--- src/rtl/spi_pkg.sv ---
// -----------------------------------------------------------------------------
// spi_pkg
// Shared types and constants for the SPI responder (spi_slave).
//   spi_state_e        : responder state (WAIT_HIGH, IDLE, ACTIVE)
//   spi_mode_t         : captured SPI mode (cpol, cpha)
//   DEFAULT_DATA_WIDTH : default frame length in bits
// -----------------------------------------------------------------------------
package spi_pkg;

   localparam int DEFAULT_DATA_WIDTH = 8;

   typedef enum logic [1:0] {
      WAIT_HIGH = 2'd0,
      IDLE      = 2'd1,
      ACTIVE    = 2'd2
   } spi_state_e;

   typedef struct packed {
      logic cpol;
      logic cpha;
   } spi_mode_t;

   // SPI sample edge is the leading edge for CPHA=0 and the trailing edge otherwise.
   function automatic logic sample_on_leading(input spi_mode_t m);
      return !m.cpha;
   endfunction

endpackage

--- src/rtl/spi_sync_edge.sv ---
// -----------------------------------------------------------------------------
// spi_sync_edge
// N-stage synchronizer for one asynchronous input, followed by rise/fall
// pulse detection on the synchronized value.
// Ports:
//   clk      in  system clock
//   reset    in  synchronous, active-high reset
//   i_async  in  asynchronous input
//   o_sync   out synchronized level
//   o_rise   out 1-clk pulse on a synchronized 0->1 transition
//   o_fall   out 1-clk pulse on a synchronized 1->0 transition
// Parameters:
//   STAGES    synchronizer depth (>= 2)
//   RESET_VAL level the chain assumes while in reset
// -----------------------------------------------------------------------------
module spi_sync_edge #(
   parameter int   STAGES    = 2,
   parameter logic RESET_VAL = 1'b0
) (
   input  logic clk,
   input  logic reset,
   input  logic i_async,
   output logic o_sync,
   output logic o_rise,
   output logic o_fall
);

   logic [STAGES-1:0] r_chain;
   logic              r_prev;

   always_ff @(posedge clk) begin
      if (reset) begin
         r_chain <= {STAGES{RESET_VAL}};
         r_prev  <= RESET_VAL;
      end else begin
         r_chain <= {r_chain[STAGES-2:0], i_async};
         r_prev  <= r_chain[STAGES-1];
      end
   end

   assign o_sync = r_chain[STAGES-1];
   assign o_rise = r_chain[STAGES-1] & ~r_prev;
   assign o_fall = ~r_chain[STAGES-1] & r_prev;

endmodule

--- src/rtl/spi_slave.sv ---
// -----------------------------------------------------------------------------
// spi_slave
// SPI responder running on the system clock. SCLK, SS and MOSI are
// oversampled through synchronizers; MSB-first frames of DATA_WIDTH bits are
// received into rx_data and transmitted on MISO from a one-entry tx buffer.
// SPI modes 0..3 are selected by cpol/cpha, captured when SS falls.
// Ports:
//   clk, reset         system clock, synchronous active-high reset
//   SCLK, MOSI, SS     SPI pins from the master (SS active low)
//   MISO               serial data to the master (0 when not selected)
//   cpol, cpha         SPI mode for the next frame
//   tx_data/valid/ready  one-entry tx buffer write (write on valid && ready)
//   rx_data/rx_valid   last completed received word, 1-clk update strobe
//   tx_underrun        (SPI_SLAVE_STATUS_EN) load/reload found buffer empty
//   frame_abort        (SPI_SLAVE_STATUS_EN) SS rose in the middle of a frame
// Configuration macro: SPI_SLAVE_STATUS_EN adds the two status pulse outputs.
// -----------------------------------------------------------------------------
module spi_slave
   import spi_pkg::*;
#(
   parameter int DATA_WIDTH  = DEFAULT_DATA_WIDTH,
   parameter int SYNC_STAGES = 2
) (
   input  logic                  clk,
   input  logic                  reset,
   input  logic                  SCLK,
   input  logic                  MOSI,
   input  logic                  SS,
   output logic                  MISO,
   input  logic                  cpol,
   input  logic                  cpha,
   input  logic [DATA_WIDTH-1:0] tx_data,
   input  logic                  tx_valid,
   output logic                  tx_ready,
   output logic [DATA_WIDTH-1:0] rx_data,
   output logic                  rx_valid
`ifdef SPI_SLAVE_STATUS_EN
   ,
   output logic                  tx_underrun,
   output logic                  frame_abort
`endif
);

   localparam int SYNC_N = (SYNC_STAGES < 2) ? 2 : SYNC_STAGES;
   localparam int CNT_W  = $clog2(DATA_WIDTH);
   localparam logic [CNT_W-1:0] LAST_BIT = CNT_W'(DATA_WIDTH - 1);

   logic w_sclk_sync, w_sclk_rise, w_sclk_fall;
   logic w_ss_sync, w_ss_rise, w_ss_fall;

   spi_sync_edge #(.STAGES(SYNC_N), .RESET_VAL(1'b0)) u_sync_sclk (
      .clk     (clk),
      .reset   (reset),
      .i_async (SCLK),
      .o_sync  (w_sclk_sync),
      .o_rise  (w_sclk_rise),
      .o_fall  (w_sclk_fall)
   );

   // SS chain resets to "selected" so that a reset taken while SS is low
   // never looks like a fresh SS fall; WAIT_HIGH then holds until SS is high.
   spi_sync_edge #(.STAGES(SYNC_N), .RESET_VAL(1'b0)) u_sync_ss (
      .clk     (clk),
      .reset   (reset),
      .i_async (SS),
      .o_sync  (w_ss_sync),
      .o_rise  (w_ss_rise),
      .o_fall  (w_ss_fall)
   );

   // MOSI uses the same depth as SCLK so the sampled bit lines up with the edge.
   logic [SYNC_N-1:0] r_mosi_sync;
   always_ff @(posedge clk) begin
      if (reset) r_mosi_sync <= '0;
      else       r_mosi_sync <= {r_mosi_sync[SYNC_N-2:0], MOSI};
   end
   logic w_mosi;
   assign w_mosi = r_mosi_sync[SYNC_N-1];

   spi_state_e            r_state;
   spi_mode_t             r_mode;
   logic [DATA_WIDTH-1:0] r_tx_buf;
   logic                  r_tx_full;
   logic [DATA_WIDTH-1:0] r_tx_shift;
   logic [DATA_WIDTH-1:0] r_rx_shift;
   logic [DATA_WIDTH-1:0] r_rx_data;
   logic                  r_rx_valid;
   logic [CNT_W-1:0]      r_bit_cnt;
   logic                  r_started;

   // An SCLK edge is leading when it moves SCLK away from its idle level.
   logic w_sclk_edge, w_lead, w_trail, w_sample, w_shift;
   assign w_sclk_edge = w_sclk_rise | w_sclk_fall;
   assign w_lead      = w_sclk_edge & (w_sclk_sync != r_mode.cpol);
   assign w_trail     = w_sclk_edge & (w_sclk_sync == r_mode.cpol);
   assign w_sample    = sample_on_leading(r_mode) ? w_lead  : w_trail;
   assign w_shift     = sample_on_leading(r_mode) ? w_trail : w_lead;

   logic w_start, w_run, w_reload, w_load, w_tx_wr;
   assign w_start  = (r_state == IDLE) & w_ss_fall;
   assign w_run    = (r_state == ACTIVE) & ~w_ss_rise;
   // A shift edge with bit_cnt==0 sits on a frame boundary: fetch the next word.
   // Before the first sample of a frame (started=0) shift edges are ignored,
   // which drops the opening leading edge in CPHA=1.
   assign w_reload = w_run & w_shift & r_started & (r_bit_cnt == '0);
   assign w_load   = w_start | w_reload;
   assign w_tx_wr  = tx_valid & ~r_tx_full;

   always_ff @(posedge clk) begin
      if (reset) begin
         r_state    <= WAIT_HIGH;
         r_mode     <= '0;
         r_tx_buf   <= '0;
         r_tx_full  <= 1'b0;
         r_tx_shift <= '0;
         r_rx_shift <= '0;
         r_rx_data  <= '0;
         r_rx_valid <= 1'b0;
         r_bit_cnt  <= '0;
         r_started  <= 1'b0;
      end else begin
         r_rx_valid <= 1'b0;
         case (r_state)
            WAIT_HIGH: begin
               if (w_ss_sync) r_state <= IDLE;
            end
            IDLE: begin
               if (w_ss_fall) begin
                  r_state   <= ACTIVE;
                  r_mode    <= spi_mode_t'{cpol, cpha};
                  r_bit_cnt <= '0;
                  r_started <= 1'b0;
               end
            end
            ACTIVE: begin
               if (w_ss_rise) begin
                  r_state <= IDLE;
               end else if (w_sample) begin
                  r_rx_shift <= {r_rx_shift[DATA_WIDTH-2:0], w_mosi};
                  r_started  <= 1'b1;
                  if (r_bit_cnt == LAST_BIT) begin
                     r_rx_data  <= {r_rx_shift[DATA_WIDTH-2:0], w_mosi};
                     r_rx_valid <= 1'b1;
                     r_bit_cnt  <= '0;
                  end else begin
                     r_bit_cnt <= r_bit_cnt + 1'b1;
                  end
               end else if (w_shift && r_started && (r_bit_cnt != '0)) begin
                  r_tx_shift <= {r_tx_shift[DATA_WIDTH-2:0], 1'b0};
               end
            end
            default: r_state <= WAIT_HIGH;
         endcase

         // A load consumes the buffer; a write in the same clock refills it
         // afterwards, so the load always sees the pre-write contents.
         if (w_load) begin
            r_tx_shift <= r_tx_full ? r_tx_buf : '0;
            r_tx_full  <= 1'b0;
         end
         if (w_tx_wr) begin
            r_tx_buf  <= tx_data;
            r_tx_full <= 1'b1;
         end
      end
   end

   assign MISO     = (r_state == ACTIVE) ? r_tx_shift[DATA_WIDTH-1] : 1'b0;
   assign tx_ready = ~r_tx_full;
   assign rx_data  = r_rx_data;
   assign rx_valid = r_rx_valid;

`ifdef SPI_SLAVE_STATUS_EN
   logic r_tx_underrun;
   logic r_frame_abort;

   always_ff @(posedge clk) begin
      if (reset) begin
         r_tx_underrun <= 1'b0;
         r_frame_abort <= 1'b0;
      end else begin
         r_tx_underrun <= w_load & ~r_tx_full;
         r_frame_abort <= (r_state == ACTIVE) & w_ss_rise & (r_bit_cnt != '0);
      end
   end

   assign tx_underrun = r_tx_underrun;
   assign frame_abort = r_frame_abort;
`endif

endmodule

--- config.mk ---
export PLATFORM = sky130hd
export DESIGN_NAME = spi_slave
export DESIGN_NICKNAME = d
export VERILOG_FILES = /design/src/rtl/spi_pkg.sv /design/src/rtl/spi_sync_edge.sv /design/src/rtl/spi_slave.sv
export SDC_FILE = /design/constraint.sdc
export NUM_CORES = 1
export LEC_CHECK = 0
export BUFFER_PORTS_ARGS = -buffer_cell sky130_fd_sc_hd__buf_2
export CORE_ASPECT_RATIO = 2
export CORE_UTILIZATION = 50
export DETAILED_ROUTE_END_ITERATION = 7
export PLACE_DENSITY = 0.71
export SLEW_MARGIN = 20
export SYNTH_ARGS = -nofsm -noshare
export SYNTH_HDL_FRONTEND = slang
export SYNTH_SLANG_ARGS = --single-unit
--- constraint.sdc ---
create_clock -name clk -period 2.5 [get_ports clk]
set_clock_uncertainty 0.05 [all_clocks]
set_input_delay 0.125 -clock clk [delete_from_list [all_inputs] [get_ports clk]]
set_output_delay 0.125 -clock clk [all_outputs]
set_load 0.02 [all_outputs]
==> out/summary.log <==
qor: min_path.hold_path_class in -> reg
qor: power.power.density_cell_area 579.0 nW/um^2
qor: timing.fmax 515.7 MHz
qor: worst_setup_path.critical_path_required 2.67 ns
qor: worst_setup_path.crit_chain xor2_2, mux2i_2, a41oi_4, o221ai_2
qor: yosys.synth_edf_count 0
qor: yosys.synth_sequential_area_ratio 46.86%
qor: timing.finalSetupViolCount 0
qor: yosys.post-synth-top-area-cell sky130_fd_sc_hd__dfxtp_1
qor: power.power.total 1.385 mW
qor: worst_setup_path.worstSetupPathType reg -> reg
qor: timing.min_tclk_post_route 1.939 ns
qor: floorplan.die_w 47.75 um
qor: timing.hold_viol_final 0
qor: clocking.clock_tree.root_cell sky130_fd_sc_hd__clkbuf_8
qor: floorplan.io_pins 27
qor: placement.gp_congestion 0.7952
qor: yosys.synth.top_cells.by_count sky130_fd_sc_hd__dfxtp_1 (49), sky130_fd_sc_hd__a21oi_1 (23), sky130_fd_sc_hd__nand2_1 (23), sky130_fd_sc_hd__inv_1 (21), sky130_fd_sc_hd__nand2b_1 (17)
qor: clocking.clock_insertion_delay_worst_skew 0.29 ns
qor: final_layout.area_of_combinational_cells_with_multiple_inputs 975.9 um^2
qor: timing.worst_slack 0.5607 ns
qor: placement.place.port_buffers 26
qor: yosys.postSynthAreaPerCell 9.262 um^2
qor: yosys.yosys.cell_types.count 36
qor: clocking.tritoncts done
qor: yosys.synth_top_area_share 46.86%
qor: yosys.synth-async-reset-ratio 0%
qor: worst_setup_path.timing.critical_path.from_type register
qor: yosys.gate_count_post_synth 226
qor: floorplan.die_height 93.51 um
qor: worst_setup_path.critPathMaxFanout 10
qor: floorplan.core_outline_area 4046 um^2
qor: yosys.synth_area 2093 um^2
qor: timing.timing_max_transition_violations_final 0
qor: worst_setup_path.critical_path_arrival 2.11 ns
qor: global_route.grt_overflow 0
qor: power.power.ir.vdd_worst 0.4325 mV
qor: final_layout.n_antenna_cell 0
qor: routing.final_antenna_net_count 0
qor: worst_setup_path.worst_path_dominant_cell_family multiplexers
qor: timing.final.period_utilization 77.57%
qor: clocking.cts.sinks 49
qor: run.cap_viol_max_count 0
qor: routing.route.detailed.wl_per_inst 12.46 um
qor: outcome.outcome finished clean
qor: global_route.first_global_vias 1484
qor: routing.drt-pass1-iter-count 4
qor: global_route.largest_net_degree_at_the_start_of_global_routing 38
qor: routing.drt-initial-drc-count 25
qor: final_layout.layout-area-overhead-vs-synth 14.29%
qor: final_layout.filler_cell_count 420
qor: floorplan.num_rows 33
qor: final_layout.final_layout_size_suffix_gt1_share 21.26%
qor: yosys.top_count_cell_post_synth sky130_fd_sc_hd__dfxtp_1
qor: floorplan.floorplan.initialDensity 51.73%
qor: global_route.global_route_wire_length_before_repair 6258 um
qor: routing.drcViolationCount 0
qor: yosys.number_of_nets_in_the_synthesized_netlist 245
qor: yosys.ys.flop_type sky130_fd_sc_hd__dfxtp_1
qor: timing.worst_pin_slew 0.7685 ns
qor: clocking.cts_repair_resize_count 0
qor: global_route.grt_antenna_before_repair 0
qor: placement.preCtsSetupSlack 0.5835 ns
qor: worst_setup_path.cp.buffers_inverters 0
qor: routing.vias_per_cell 5.163
qor: final_layout.ff_latch_area 980.9 um^2
qor: timing.relSlewSlack 48.05%
qor: worst_setup_path.critPathSlowestCell sky130_fd_sc_hd__mux2i_2
qor: clocking.cts-buffers-inserted 5
qor: clocking.cts_htree_levels 2
qor: timing.rsz0062_at_grt no
qor: routing.routed-via-count 1580
qor: global_route.grt.total_usage 19.74%
qor: worst_setup_path.crit_path_max_incr_delay 0.62 ns
qor: final_layout.core_occupancy_in_the_finished_layout 59.12%
qor: routing.routed_wl 3812 um
qor: yosys.synth_warnings 0
qor: worst_setup_path.critPathCaptureType register
qor: final_layout.fin_nets 272
qor: clocking.clock_edge_transition_at_the_registers_on_the_reported_setup_and_hold_paths 0.08 ns
qor: timing.final.hold.worst_slack 0.007344 ns
qor: timing.timing.setup.tns 0 ns
qor: clocking.maximum_clock_path_buffer_count 2
qor: yosys.yosys_register_bits 49
qor: floorplan.die_area 4465 um^2
qor: placement.dp.final_hpwl 2872 um
qor: power.power.static_leakage 0.9016 nW
qor: yosys.synth_top_cells_by_area sky130_fd_sc_hd__dfxtp_1 (47%), sky130_fd_sc_hd__a21oi_1 (5.5%), sky130_fd_sc_hd__nand2b_1 (5.1%)
-- worst paths after layout --
path,from,end,slack (ns),cells past startpoint
setup / recovery,r_mode[1],r_tx_shift[4],0.56,4
hold / removal,tx_data[6],r_tx_buf[6],0.007,3
setup reg to reg,r_mode[1],r_tx_shift[4],0.56,4
hold reg to reg,u_sync_sclk.r_chain[0],u_sync_sclk.r_chain[1],0.39,1
-- metal layers --
layer	wire (um)	vias up	GRT usage (%)	part of all wire, %
met5	0	-	0	0
met1	1443	726	19.20	38
met4	163	0	12.96	4.3
met3	92	11	4.054	2.4
li1	-	812	-	-
met2	2112	31	34.12	55
-- cells by family (layout without fill, tap and decap cells) --
group                    count (synthesis)  in the layout  synth area share (%)
AO/OA/AOI/OAI                           47             47                 17.69
adder cells (fa/ha/maj)                  3              3                 1.793
AND/OR/NAND/NOR                         81             81                 20.86
multiplexers                            11             11                 5.499
flip-flops                              49             49                 46.86
XOR/XNOR                                 1              1                0.7773
buffers and inverters                   34             62                 6.515
-- registers in the layout (all words and copies together), names as in the netlist --
name                 count
r_mode                   2
r_rx_shift               7
r_started                1
r_state                  2
u_sync_sclk.r_chain      2
r_mosi_sync              2
r_tx_buf                 8
rx_valid                 1
u_sync_sclk.r_prev       1
rx_data                  8
r_bit_cnt                3
r_tx_full                1
r_tx_shift               8
u_sync_ss.r_prev         1
u_sync_ss.r_chain        2
-- report_power, final --
group / switching [mW] / internal [mW] / leakage (nW)
logic: 0.0500 / 0.0375 / 0.450
registers: 0.00835 / 0.796 / 0.398
clock network: 0.243 / 0.250 / 0.0542
-- cell usage in the layout, fill, tap and decap left out --
cell type                       Yosys  routed
sky130_fd_sc_hd__nand2b_1          17      17
sky130_fd_sc_hd__nor3_1             1       1
sky130_fd_sc_hd__o2111a_1           1       1
sky130_fd_sc_hd__nor2b_1           11      11
sky130_fd_sc_hd__nand4bb_1          1       1
sky130_fd_sc_hd__o211ai_1           3       3
sky130_fd_sc_hd__clkbuf_8           0       7
sky130_fd_sc_hd__dfxtp_1           49      49
sky130_fd_sc_hd__mux2_2             1       1
sky130_fd_sc_hd__o21ai_0            7       7
sky130_fd_sc_hd__xor2_2             1       1
sky130_fd_sc_hd__o221ai_2           7       7
sky130_fd_sc_hd__o22a_1             1       1
sky130_fd_sc_hd__and2b_2            1       1
sky130_fd_sc_hd__inv_1             21      21
sky130_fd_sc_hd__a22oi_1            1       1
sky130_fd_sc_hd__and3_1             1       1
sky130_fd_sc_hd__nor2_1             3       3
sky130_fd_sc_hd__and2_0             1       1
sky130_fd_sc_hd__a311o_4            1       1
sky130_fd_sc_hd__nor4_1             1       1
sky130_fd_sc_hd__or4_1              1       1
sky130_fd_sc_hd__a41oi_4            1       1
sky130_fd_sc_hd__and2_1             1       1
sky130_fd_sc_hd__a41o_2             1       1
sky130_fd_sc_hd__nor4b_1            1       1
sky130_fd_sc_hd__mux2i_2            1       1
sky130_fd_sc_hd__nand2_1           23      23
sky130_fd_sc_hd__nand3_1           16      16
sky130_fd_sc_hd__mux2i_1            9       9
sky130_fd_sc_hd__a21oi_1           23      23
sky130_fd_sc_hd__buf_2              1      26
sky130_fd_sc_hd__o22ai_1            1       1
sky130_fd_sc_hd__dlygate4sd3_1      0       3
sky130_fd_sc_hd__clkinv_2           0       1
sky130_fd_sc_hd__or2b_2             2       2
sky130_fd_sc_hd__buf_4              0       4
sky130_fd_sc_hd__ha_1               3       3
-- what timing repair did --
item,CTS,global route
hold buffers,3,0
setup buffers,0,0
hold endpoints to repair,3,0
-- per-stage QoR --
step	area (um^2)	cells
after floorplan	2093	226
after global placement	2261	295
after detailed placement	2261	295
after CTS	2392	306
after global routing	2392	306
final	2392	306
-- worst register-to-register path: stages, from the launching register on --
cell and delay [ns]:
sky130_fd_sc_hd__dfxtp_1 0.38, sky130_fd_sc_hd__xor2_2 0.25, sky130_fd_sc_hd__mux2i_2 0.62, sky130_fd_sc_hd__a41oi_4 0.34
sky130_fd_sc_hd__o221ai_2 0.23
-- cell type report --
type                    count  share of cell area, %
inverters                  21                  3.295
clock buffers               7                  4.027
flip-flops and latches     49                  41.00
well taps                  52                  2.720
repair buffers             33                  7.950
clock inverters             1                 0.2092
multi-input cells         143                  40.80
Power figures use the tool's default switching activity.
